**config.mk**
```make
export PLATFORM = sky130hd
export DESIGN_NAME = icache_dm_param
export DESIGN_NICKNAME = d
export VERILOG_FILES = /design/src/rtl/icache_dm_param.sv
export SDC_FILE = /design/constraint.sdc
export NUM_CORES = 1
export LEC_CHECK = 0
export BUFFER_PORTS_ARGS = -buffer_cell sky130_fd_sc_hd__buf_2
export CAP_MARGIN = 20
export CELL_PAD_IN_SITES_DETAIL_PLACEMENT = 0
export CELL_PAD_IN_SITES_GLOBAL_PLACEMENT = 1
export CORE_MARGIN = 4
export CORE_UTILIZATION = 35
export CTS_CLUSTER_SIZE = 28
export DETAILED_ROUTE_END_ITERATION = 7
export HOLD_SLACK_MARGIN = 0.05
export PLACE_DENSITY_LB_ADDON = 0.25
export SLEW_MARGIN = 20
export SYNTH_ARGS = -nofsm -noshare
export SYNTH_HDL_FRONTEND = slang
export SYNTH_SLANG_ARGS = --single-unit
```
**constraint.sdc**
```tcl
create_clock -name clk -period 18.95 [get_ports clk]
set_clock_uncertainty 0.15 [all_clocks]
set_input_delay 2.8425 -clock clk [delete_from_list [all_inputs] [get_ports clk]]
set_output_delay 2.8425 -clock clk [all_outputs]
set_load 0.01 [all_outputs]
```
**src/rtl/icache_dm_param.sv**
```systemverilog
// Direct-mapped, read-only instruction cache between fetch and line-based memory.
// A hit returns its word one cycle after mem_read. A miss starts a refill
// through a three-state FSM (IDLE/REFILL/RESPOND). The cache keeps saturating
// hit and miss counters. A flush during a refill discards the incoming line.
// Ports:
//   clk, reset            clock, synchronous active-high reset
//   flush                 invalidate all lines
//   mem_read, address     fetch request and byte address (bits [1:0] ignored)
//   readdata(_valid)      fetched word and its 1-cycle valid pulse
//   busy                  refill in progress, mem_read ignored
//   reqI_mem/reqAddrI_mem line request and line address to memory
//   data_from_mem, read_ready_from_mem  refill line and its 1-cycle valid pulse
//   hit_count, miss_count saturating performance counters
module icache_dm_param #(
  parameter int ADDR_W     = 32,
  parameter int LINES      = 4,
  parameter int LINE_BYTES = 16,
  parameter int CNT_W      = 32
) (
  input  logic                                 clk,
  input  logic                                 reset,
  input  logic                                 flush,
  input  logic                                 mem_read,
  input  logic [ADDR_W-1:0]                    address,
  output logic [31:0]                          readdata,
  output logic                                 readdata_valid,
  output logic                                 busy,
  output logic                                 reqI_mem,
  output logic [ADDR_W-$clog2(LINE_BYTES)-1:0] reqAddrI_mem,
  input  logic [8*LINE_BYTES-1:0]              data_from_mem,
  input  logic                                 read_ready_from_mem,
  output logic [CNT_W-1:0]                     hit_count,
  output logic [CNT_W-1:0]                     miss_count
);

  localparam int OFF_W  = $clog2(LINE_BYTES);
  localparam int IDX_W  = $clog2(LINES);
  localparam int TAG_W  = ADDR_W - IDX_W - OFF_W;
  localparam int LINE_W = 8 * LINE_BYTES;
  localparam int LA_W   = ADDR_W - OFF_W;

  typedef enum logic [1:0] {
    S_IDLE    = 2'd0,
    S_REFILL  = 2'd1,
    S_RESPOND = 2'd2
  } state_t;

  // Select the 32-bit word addressed by a byte offset inside a line.
  function automatic logic [31:0] pick_word(input logic [LINE_W-1:0] line,
                                            input logic [OFF_W-1:0]  off);
    logic [OFF_W-1:0]  word_idx;
    logic [LINE_W-1:0] shifted;
    word_idx = off >> 2;
    shifted  = line >> {word_idx, 5'd0};
    return shifted[31:0];
  endfunction

  // Increment that sticks at all-ones.
  function automatic logic [CNT_W-1:0] sat_inc(input logic [CNT_W-1:0] v);
    return (v == {CNT_W{1'b1}}) ? v : v + {{(CNT_W-1){1'b0}}, 1'b1};
  endfunction

  state_t              state_r, state_s;
  logic [LINES-1:0]    valid_r;
  logic [TAG_W-1:0]    tag_r  [LINES];
  logic [LINE_W-1:0]   data_r [LINES];
  logic [ADDR_W-1:0]   miss_addr_r;
  logic                drop_r;

  logic [31:0]         readdata_r, readdata_s;
  logic                rvalid_r, rvalid_s;
  logic                busy_r, busy_s;
  logic                req_r, req_s;
  logic [LA_W-1:0]     req_addr_r, req_addr_s;
  logic [CNT_W-1:0]    hit_cnt_r, hit_cnt_s;
  logic [CNT_W-1:0]    miss_cnt_r, miss_cnt_s;

  logic [IDX_W-1:0]    req_idx_s, miss_idx_s;
  logic [TAG_W-1:0]    req_tag_s, miss_tag_s;
  logic                hit_s, fill_s;

  assign req_idx_s  = address[IDX_W+OFF_W-1:OFF_W];
  assign req_tag_s  = address[ADDR_W-1:IDX_W+OFF_W];
  assign miss_idx_s = miss_addr_r[IDX_W+OFF_W-1:OFF_W];
  assign miss_tag_s = miss_addr_r[ADDR_W-1:IDX_W+OFF_W];
  // A flush in the same cycle forces a miss even if the line matches.
  assign hit_s  = valid_r[req_idx_s] && (tag_r[req_idx_s] == req_tag_s) && !flush;
  // A line is installed only if no flush hit this refill and no reset is pending.
  assign fill_s = (state_r == S_REFILL) && read_ready_from_mem && !drop_r && !flush && !reset;

  assign readdata       = readdata_r;
  assign readdata_valid = rvalid_r;
  assign busy           = busy_r;
  assign reqI_mem       = req_r;
  assign reqAddrI_mem   = req_addr_r;
  assign hit_count      = hit_cnt_r;
  assign miss_count     = miss_cnt_r;

  // State register.
  always_ff @(posedge clk) begin
    if (reset) state_r <= S_IDLE;
    else       state_r <= state_s;
  end

  // Next-state logic.
  always_comb begin
    state_s = state_r;
    case (state_r)
      S_IDLE: begin
        if (mem_read && !hit_s) state_s = S_REFILL;
        else                    state_s = S_IDLE;
      end
      S_REFILL: begin
        if (read_ready_from_mem) begin
          if (drop_r || flush) state_s = S_IDLE;
          else                 state_s = S_RESPOND;
        end else begin
          state_s = S_REFILL;
        end
      end
      S_RESPOND: state_s = S_IDLE;
      default:   state_s = S_IDLE;
    endcase
  end

  // Output logic: the next value of every registered output.
  always_comb begin
    readdata_s = readdata_r;
    rvalid_s   = 1'b0;
    req_s      = req_r;
    req_addr_s = req_addr_r;
    hit_cnt_s  = hit_cnt_r;
    miss_cnt_s = miss_cnt_r;
    busy_s     = (state_s == S_REFILL);
    case (state_r)
      S_IDLE: begin
        if (mem_read) begin
          if (hit_s) begin
            readdata_s = pick_word(data_r[req_idx_s], address[OFF_W-1:0]);
            rvalid_s   = 1'b1;
            hit_cnt_s  = sat_inc(hit_cnt_r);
          end else begin
            req_s      = 1'b1;
            req_addr_s = address[ADDR_W-1:OFF_W];
            miss_cnt_s = sat_inc(miss_cnt_r);
          end
        end else begin
          req_s = 1'b0;
        end
      end
      S_REFILL: begin
        if (read_ready_from_mem) begin
          req_s = 1'b0;
          if (!drop_r && !flush) begin
            readdata_s = pick_word(data_from_mem, miss_addr_r[OFF_W-1:0]);
            rvalid_s   = 1'b1;
          end else begin
            readdata_s = readdata_r;
          end
        end else begin
          req_s = 1'b1;
        end
      end
      S_RESPOND: req_s = 1'b0;
      default:   req_s = 1'b0;
    endcase
  end

  // Output registers.
  always_ff @(posedge clk) begin
    if (reset) begin
      readdata_r <= 32'd0;
      rvalid_r   <= 1'b0;
      busy_r     <= 1'b0;
      req_r      <= 1'b0;
      req_addr_r <= {LA_W{1'b0}};
      hit_cnt_r  <= {CNT_W{1'b0}};
      miss_cnt_r <= {CNT_W{1'b0}};
    end else begin
      readdata_r <= readdata_s;
      rvalid_r   <= rvalid_s;
      busy_r     <= busy_s;
      req_r      <= req_s;
      req_addr_r <= req_addr_s;
      hit_cnt_r  <= hit_cnt_s;
      miss_cnt_r <= miss_cnt_s;
    end
  end

  // Miss address capture and drop flag (set by a flush while refilling).
  always_ff @(posedge clk) begin
    if (reset) begin
      miss_addr_r <= {ADDR_W{1'b0}};
      drop_r      <= 1'b0;
    end else begin
      if ((state_r == S_IDLE) && (state_s == S_REFILL)) miss_addr_r <= address;
      drop_r <= (state_r == S_REFILL) && (state_s == S_REFILL) && (drop_r || flush);
    end
  end

  // Valid bits; flush has priority over a refill on the same edge.
  always_ff @(posedge clk) begin
    if (reset)       valid_r <= {LINES{1'b0}};
    else if (flush)  valid_r <= {LINES{1'b0}};
    else if (fill_s) valid_r[miss_idx_s] <= 1'b1;
  end

  // Tag and data arrays; not reset.
  always_ff @(posedge clk) begin
    if (fill_s) begin
      data_r[miss_idx_s] <= data_from_mem;
      tag_r[miss_idx_s]  <= miss_tag_s;
    end
  end

endmodule

```
==> results by group, run 1 <==
Placement
  – DP HPWL: 46,300 um
  – I/O Buffers: 289
  – Placed Cells: 3,212
  – Final GP Congestion: 0.753

Setup path
  – Critical Path RT: 19,320 ps
  – Most frequent CP cell: mux2_2
  – Cells along the critical path: clkbuf_8 -> mux2_2 -> and3_1 -> a2111oi_0 -> nand4b_1 -> nor4_1 -> and2_4 -> buf_4 -> nor3_1 -> mux2_2
  – Startpoint Class: input pin
  – CP Capture Type: register
  – Max incr delay on CP: 660 ps
  – Reg2Reg Depth: 10
  – Crit Path Category: in2reg
  – Critical path's slowest cell: and2_4
  – Crit-path max FO: 60
  – Critical Path AT: 7170 ps

Layout
  – Final cell count without fillers: 3,393
  – Final net count: 2,304
  – Commonest non-fill, non-tap cells in the layout: 616 x edfxtp_1, 286 x buf_2, 208 x mux4_2
  – Layout Utilization: 41.9%
  – Commonest non-fill, non-tap cell in the layout: edfxtp_1
  – Layout area overhead: 18.2%
  – Fill count: 8,033
  – Layout cell share with drive strength beyond 1: 31.8%

CTS
  – Skew-Pair Late Insertion Delay: 630 ps
  – Hold-fix buffers at CTS: 0
  – CTS tree: yes
  – CTS Buf Count: 87
  – Clk buf depth: 3
  – Root Driver: clkbuf_16
  – Setup Fix Bufs, Post-CTS: 0
  – Clock sinks: 780
  – Post-CTS sizing: 0
  – Clk slew on worst S/H paths: 60 ps
  – CTS HTree Levels: 3

Global route
  – Initial antenna violation count: 26
  – Total GRT Usage: 17.2%
  – First-pass GRT wire length: 122,000 um
  – Largest net degree at the start of global routing: 137
  – Number of global-route vias before repair: 18,978
  – GRT overflow: 0

STA
  – Hold violation total from the final report: 0
  – Fmax: 147 MHz
  – Slew headroom: 28.0%
  – Final TNS setup: 0 ps
  – Unrepaired setup endpoints after global routing: no
  – Slew @ Worst Pin: 1080 ps
  – Final Cycle Share: 35.9%
  – Setup violations, final: 0
  – Max-slew violation count: 0
  – Tmin final: 6800 ps

Drt
  – Iter 0 DRT Violations: 1,241
  – Pre-Repair DR Iteration Count: 5
  – WL per Instance: 24.1 um
  – Via/cell ratio: 5.32
  – Antenna-violating nets left: 0
  – DRC Markers: 0
  – Vias: 18,053
  – Wirelength, routed: 81,700 um

Yosys
  – Post-synthesis simple-gate area fraction: 5.69%
  – Post-synth top flop: edfxtp_1
  – Synthesized cell area: 31,500 um2
  – Post-Syn Instances: 1,857
  – Yosys cell types: 59
  – Number of synthesized register bits: 780
  – Post-synth ARST share: 0%
  – EDFF count, synth: 616
  – Syn nets: 2,024
  – Synth Area per Inst: 17.0 um2
  – Mux cell area share after synthesis: 16.2%
  – Compound-Gate Fraction of Synth Area: 5.94%
  – Seq/Total Area, Yosys: 69.1%
  – Syn. warnings: 0
  – Post-Synth XOR/XNOR Area: 0.802%
  – Synth Area in Adders: 0.0794%
  – Largest family of logic cells by synthesized area: multiplexers

Floorplan
  – Die X-Extent: 308 um
  – FP Rows: 109
  – Initial Utilization: 35.5%
  – Die Area: 95,000 um2
  – Top Ports: 292
  – Core Area: 88,900 um2
  – Die Y: 308 um

Min path
  – Hold Path Cell Cnt: 2
  – HP Class: reg2reg

Pwr
  – Leak pwr: 12.4 nW
  – Design Power: 0.00379 W
  – Power Dens Cells: 102 nW/um2
  – Worst VDD drop: 0.0732 mV

Status
  – Status: complete, no violations

Flow run
  – Max Cap Viol: 0
cells in the mapped netlist (2+ instances only):
master	count	area, um2
a211oi_1	33	248
buf_1	9	33.8
nand2b_1	3	18.8
nand3_1	28	140
a31o_2	2	17.5
buf_6	3	33.8
o41ai_1	3	26.3
clkbuf_1	90	338
nor3_1	15	75.1
and3_1	17	106
a21o_1	2	15.0
nor2b_1	47	294
and2_1	9	56.3
a221oi_1	33	289
a31oi_1	2	12.5
nor2_1	35	131
dfxtp_1	164	3280
buf_2	22	110
nand4b_1	3	26.3
xor2_1	7	61.3
and4_1	5	43.8
o31ai_1	24	180
nor4_1	8	50.1
o2bb2ai_1	2	17.5
o21ai_1	4	20.0
ha_1	2	25.0
o22ai_1	3	18.8
inv_1	48	180
nand3b_1	3	22.5
nand2_1	63	236
or4_1	25	188
mux4_2	208	4680
edfxtp_1	616	18500
o21ai_0	77	385
buf_4	2	15.0
o21a_1	4	30.0
a21oi_1	109	546
nor3b_1	5	37.5
mux2_2	16	180
nand4_1	26	163
or3_1	21	131
xnor2_1	20	175
mux2i_1	23	230
cell type report:
cell class                 count  area (um2)  area share [%]
tap                         1165        1460            3.91
clock buffer                 120        2500            6.72
timing repair buffer         317        1710            4.59
sequential                   780       21800            58.5
inverter                      48         180           0.483
antenna                       17        42.5           0.114
clock inverter                43         469            1.26
multi-input combinational    903        9120            24.5
path summary, 6_finish.rpt:
path / start / slack (ps) / to
hold reg to reg: readdata[18] / 300 / readdata[18]
setup / recovery: address[5] / 12150 / miss_count[30]
setup reg to reg: state_r[1] / 14270 / data_r[2][53]
hold / removal: readdata[18] / 300 / readdata[18]
through the flow:
step	instance area [um2]	hold slack, ps	setup slack, ps
4_1_cts	37200	304	12190
5_1_grt	37200	319	11950
3_3_place_gp	34200	292	11470
3_5_place_dp	34200	294	11510
6_report	37300	305	12150
2_1_floorplan	31500	285	6460
kinds of logic (layout without fill, tap and decap cells):
kind of cell             count (synthesis)  count (layout)
AO/OA/AOI/OAI                          306             306
XOR/XNOR                                28              28
adder cells (fa/ha/maj)                  2               2
buffers and inverters                  174             528
flip-flops                             780             780
multiplexers                           247             247
other                                    0              17
AND/OR/NAND/NOR                        320             320
per-layer routing:
metal | wire, um | part of all wire [%] | vias to the layer above | GRT usage (%)
met2 | 40100 | 49 | 445 | 29.2
li1 | - | - | 8118 | -
met1 | 34900 | 43 | 9369 | 22.1
met3 | 5160 | 6.3 | 105 | 4.51
met5 | 100 | 0.12 | - | 0
met4 | 1490 | 1.8 | 16 | 4.00
critical path: cells and delay by family:
family | cells | cell delay [ps]
buf+inv | 2 | 1090
simple gates | 5 | 1810
mux | 2 | 700
compound gates | 1 | 600
report_power, final:
part           internal, W  switching [W]
sequential         0.00186      0.0000138
clock              0.00104       0.000680
combinational    0.0000875       0.000113
sequential cells by signal, indices dropped and copies added (netlist names):
| register | count |
|---|---|
| state_r | 2 |
| data_r | 512 |
| busy | 1 |
| reqAddrI_mem | 28 |
| valid_r | 4 |
| miss_addr_r | 30 |
| readdata_valid | 1 |
| tag_r | 104 |
| drop_r | 1 |
| hit_count | 32 |
| readdata | 32 |
| miss_count | 32 |
| reqI_mem | 1 |
(Power assumes the default switching activity.)
==> run 2: changes to the inputs <==
Clock period 18.95 ns to 6.1 ns, I/O delays scaled along.
==> run 2 against run 1 <==
Net effect:
- power grew to 3.1 times the previous value
- utilization is 0.079 points higher
- count of clock-buffer cells in the layout is 10 lower
- global-route usage is 0.25 points higher
- largest power group unchanged
- clock power grew to 3.0 times the previous value
- critical endpoint is now readdata[13]
- combinational power grew to 3.1 times the previous value
==> results by group, run 2 (same netlist as run 1, synthesis figures left out) <==
Status
  – Status: complete, no violations (unchanged)

Pwr
  – Power Dens Cells: 311 nW/um2 (was 102 nW/um2)
  – Worst VDD drop: 0.206 mV (was 0.0732 mV)
  – Leak pwr: 12.4 nW (about the same)

Layout
  – Fill count: 8,057 (was 8,033)
  – Post-route cell area: 37,300 um2 (about the same)
  – Max FFs per register: 512 (unchanged)
  – Flip-flop and latch area: 21,800 um2 (unchanged)
  – Commonest non-fill, non-tap cell in the layout: edfxtp_1 (unchanged)
  – Top reg by flops: data_r (unchanged)
  – Layout area overhead: 18.4% (was 18.2%)
  – Layout Utilization: 42.0% (was 41.9%)
  – Layout cell share with drive strength beyond 1: 32.0% (was 31.8%)
  – Commonest non-fill, non-tap cells in the layout: 616 x edfxtp_1, 285 x buf_2, 208 x mux4_2 (was 616 x edfxtp_1, 286 x buf_2, 208 x mux4_2)
  – Final net count: 2,313 (was 2,304)
  – Multi-input combinational cell area: 9140 um2 (was 9120 um2)
  – Largest regs: data_r x512, tag_r x104 (unchanged)

Setup path
  – CP top delay family: buffers and inverters (was simple AND/OR/NAND/NOR gates)
  – Cells along the critical path: clkbuf_8 -> buf_4 -> mux2i_1 -> xnor2_1 -> a211oi_1 -> a31oi_1 -> nand2b_1 -> or3_2 -> buf_12 -> a221oi_1 -> a211oi_1 (was clkbuf_8 -> mux2_2 -> and3_1 -> a2111oi_0 -> nand4b_1 -> nor4_1 -> and2_4 -> buf_4 -> nor3_1 -> mux2_2)
  – Critical Path RT: 6430 ps (was 19,320 ps)
  – Worst path buffer plus inverter count: 3 (was 2)
  – Critical path's slowest cell: or3_2 (was and2_4)
  – Crit Path Category: in2reg (unchanged)
  – Crit-path max FO: 41 (was 60)
  – RR Startpoint: tag_r[0][10] (was state_r[1])
  – Reg2Reg Depth: 9 (was 10)
  – Most frequent CP cell: a211oi_1 (was mux2_2)
  – CP Capture Point: readdata[13] (was miss_count[30])
  – CP Capture Type: register (unchanged)
  – Crit path launch: address[5] (unchanged)
  – Max incr delay on CP: 780 ps (was 660 ps)
  – FF-to-FF End: readdata[13] (was data_r[2][53])
  – Crit. path cell count: 11 (was 10)
  – Critical Path AT: 4750 ps (was 7170 ps)
  – Startpoint Class: input pin (unchanged)
  – R2R setup slack: 2140 ps (was 14,270 ps)

STA
  – Smallest hold slack: 302 ps (was 305 ps)
  – Final Cycle Share: 72.5%
  – Slew headroom: 25.9% (was 28.0%)
  – Fmax: 226 MHz
  – Unrepaired setup endpoints after global routing: no (unchanged)
  – Setup ws final: 1680 ps (was 12,150 ps)
  – Hold violation total from the final report: 0 (unchanged)
  – Tmin final: 4420 ps
  – Max-slew violation count: 0 (unchanged)
  – Setup violations, final: 0 (unchanged)
  – Slew @ Worst Pin: 1100 ps (was 1080 ps)

Floorplan
  – Initial Utilization: 35.5% (unchanged)
  – FP Rows: 109 (unchanged)
  – Top Ports: 292 (unchanged)
  – Core Area: 88,900 um2 (unchanged)
  – Die Area: 95,000 um2 (unchanged)
  – Die Y: 308 um (unchanged)
  – Die X-Extent: 308 um (unchanged)

Drt
  – WL per Instance: 24.4 um (was 24.1 um)
  – Pre-Repair DR Iteration Count: 5 (unchanged)
  – Metal2 WL: 40,500 um (was 40,100 um)
  – Uppermost layer routed: met5 (unchanged)
  – Iter 0 DRT Violations: 1,451 (was 1,241)
  – Vias: 18,078 (was 18,053)
  – Metal3 WL: 5610 um (was 5160 um)
  – Wirelength, routed: 82,800 um (was 81,700 um)
  – Via/cell ratio: 5.33 (was 5.32)
  – Antenna-violating nets left: 0 (unchanged)
  – DRC Markers: 0 (unchanged)
  – WL met1: 35,400 um (was 34,900 um)

CTS
  – CTS tree: yes (unchanged)
  – Clk slew on worst S/H paths: 60 ps (about the same)
  – Post-CTS sizing: 0 (unchanged)
  – Clock sinks: 780 (unchanged)
  – Setup Fix Bufs, Post-CTS: 0 (unchanged)
  – CTS HTree Levels: 3 (unchanged)
  – Hold-fix buffers at CTS: 0 (unchanged)
  – CTS Buf Count: 85 (was 87)
  – Clk buf depth: 3 (unchanged)
  – Skew-Pair Late Insertion Delay: 640 ps (was 630 ps)
  – Root Driver: clkbuf_16 (unchanged)

Global route
  – Largest net degree at the start of global routing: 95 (was 137)
  – Initial antenna violation count: 26 (unchanged)
  – GRT overflow: 0 (unchanged)
  – First-pass GRT wire length: 124,000 um (was 122,000 um)
  – Number of global-route vias before repair: 19,049 (was 18,978)
  – Total GRT Usage: 17.4% (was 17.2%)

Placement
  – I/O Buffers: 289 (unchanged)
  – DP HPWL: 49,300 um (was 46,300 um)
  – Area post-placement: 34,500 um2 (was 34,200 um2)
  – DP Worst Slack: 871 ps (was 11,510 ps)
  – Final GP Congestion: 0.761 (was 0.753)

Min path
  – Min-delay src: readdata[11] (was readdata[18])
  – HP Class: reg2reg (unchanged)

Flow run
  – Max Cap Viol: 0 (unchanged)
[run 2: cell count changes in the layout (fill, tap and decap cells not counted), sizes merged]
cell,delta
clkinv,-3
clkinvlp,+4
inv,+3
bufinv,-1
diode,-3
clkbuf,-10
buf,+11
[run 2: where the power goes]
part / switching [W] / total, W / leakage, nW / internal [W]
clock network: 0.00213 / 0.00518 / 1.39 / 0.00305
logic: 0.000350 / 0.000623 / 4.05 / 0.000273
registers: 0.0000436 / 0.00583 / 6.98 / 0.00578
total: 0.00252 / 0.0116 / 12.4 / 0.00911
[run 2: metal layers]
| metal | global-route usage, % | up-vias |
|---|---|---|
| met2 | 29.5 | 489 |
| met1 | 22.6 | 9350 |
| li1 | - | 8119 |
| met5 | 0 | - |
| met3 | 4.44 | 102 |
| met4 | 3.99 | 18 |
[run 2: worst min path at each step]
stage | slack, ps | end | cells past startpoint
global placement | 280 | valid_r[1] | 1
detailed placement | 290 | readdata[14] | 2
floorplan | 270 | valid_r[1] | 1
global route | 320 | data_r[0][22] | 1
CTS | 300 | data_r[2][22] | 1
finish | 300 | readdata[11] | 2
[run 2: final cells by class]
cell class	instances	share of cell area, %
timing repair buffer	328	5.08
clock inverter	46	1.30
multi-input combinational	903	24.5
clock buffer	110	6.33
inverter	48	0.482
tap	1165	3.90
sequential	780	58.3
antenna	14	0.0938
[run 2: per-stage QoR]
step / cells / power, W / TNS, ps
2_1_floorplan: 1857 / 0.00631 / -202900
3_3_place_gp: 3223 / 0.00656 / 0
3_5_place_dp: 3224 / 0.00658 / 0
4_1_cts: 3380 / 0.0118 / 0
5_1_grt: 3381 / 0.0121 / 0
6_report: 3394 / 0.0116 / 0
[run 2: worst reg2reg max path, stage by stage (launching register included)]
cell      delay (ps)
edfxtp_1         360
mux4_2           470
xnor2_1          280
nand4_1          130
nor3_1           570
nand2b_1         230
or3_2            780
buf_12           350
a221oi_1         400
a211oi_1          80
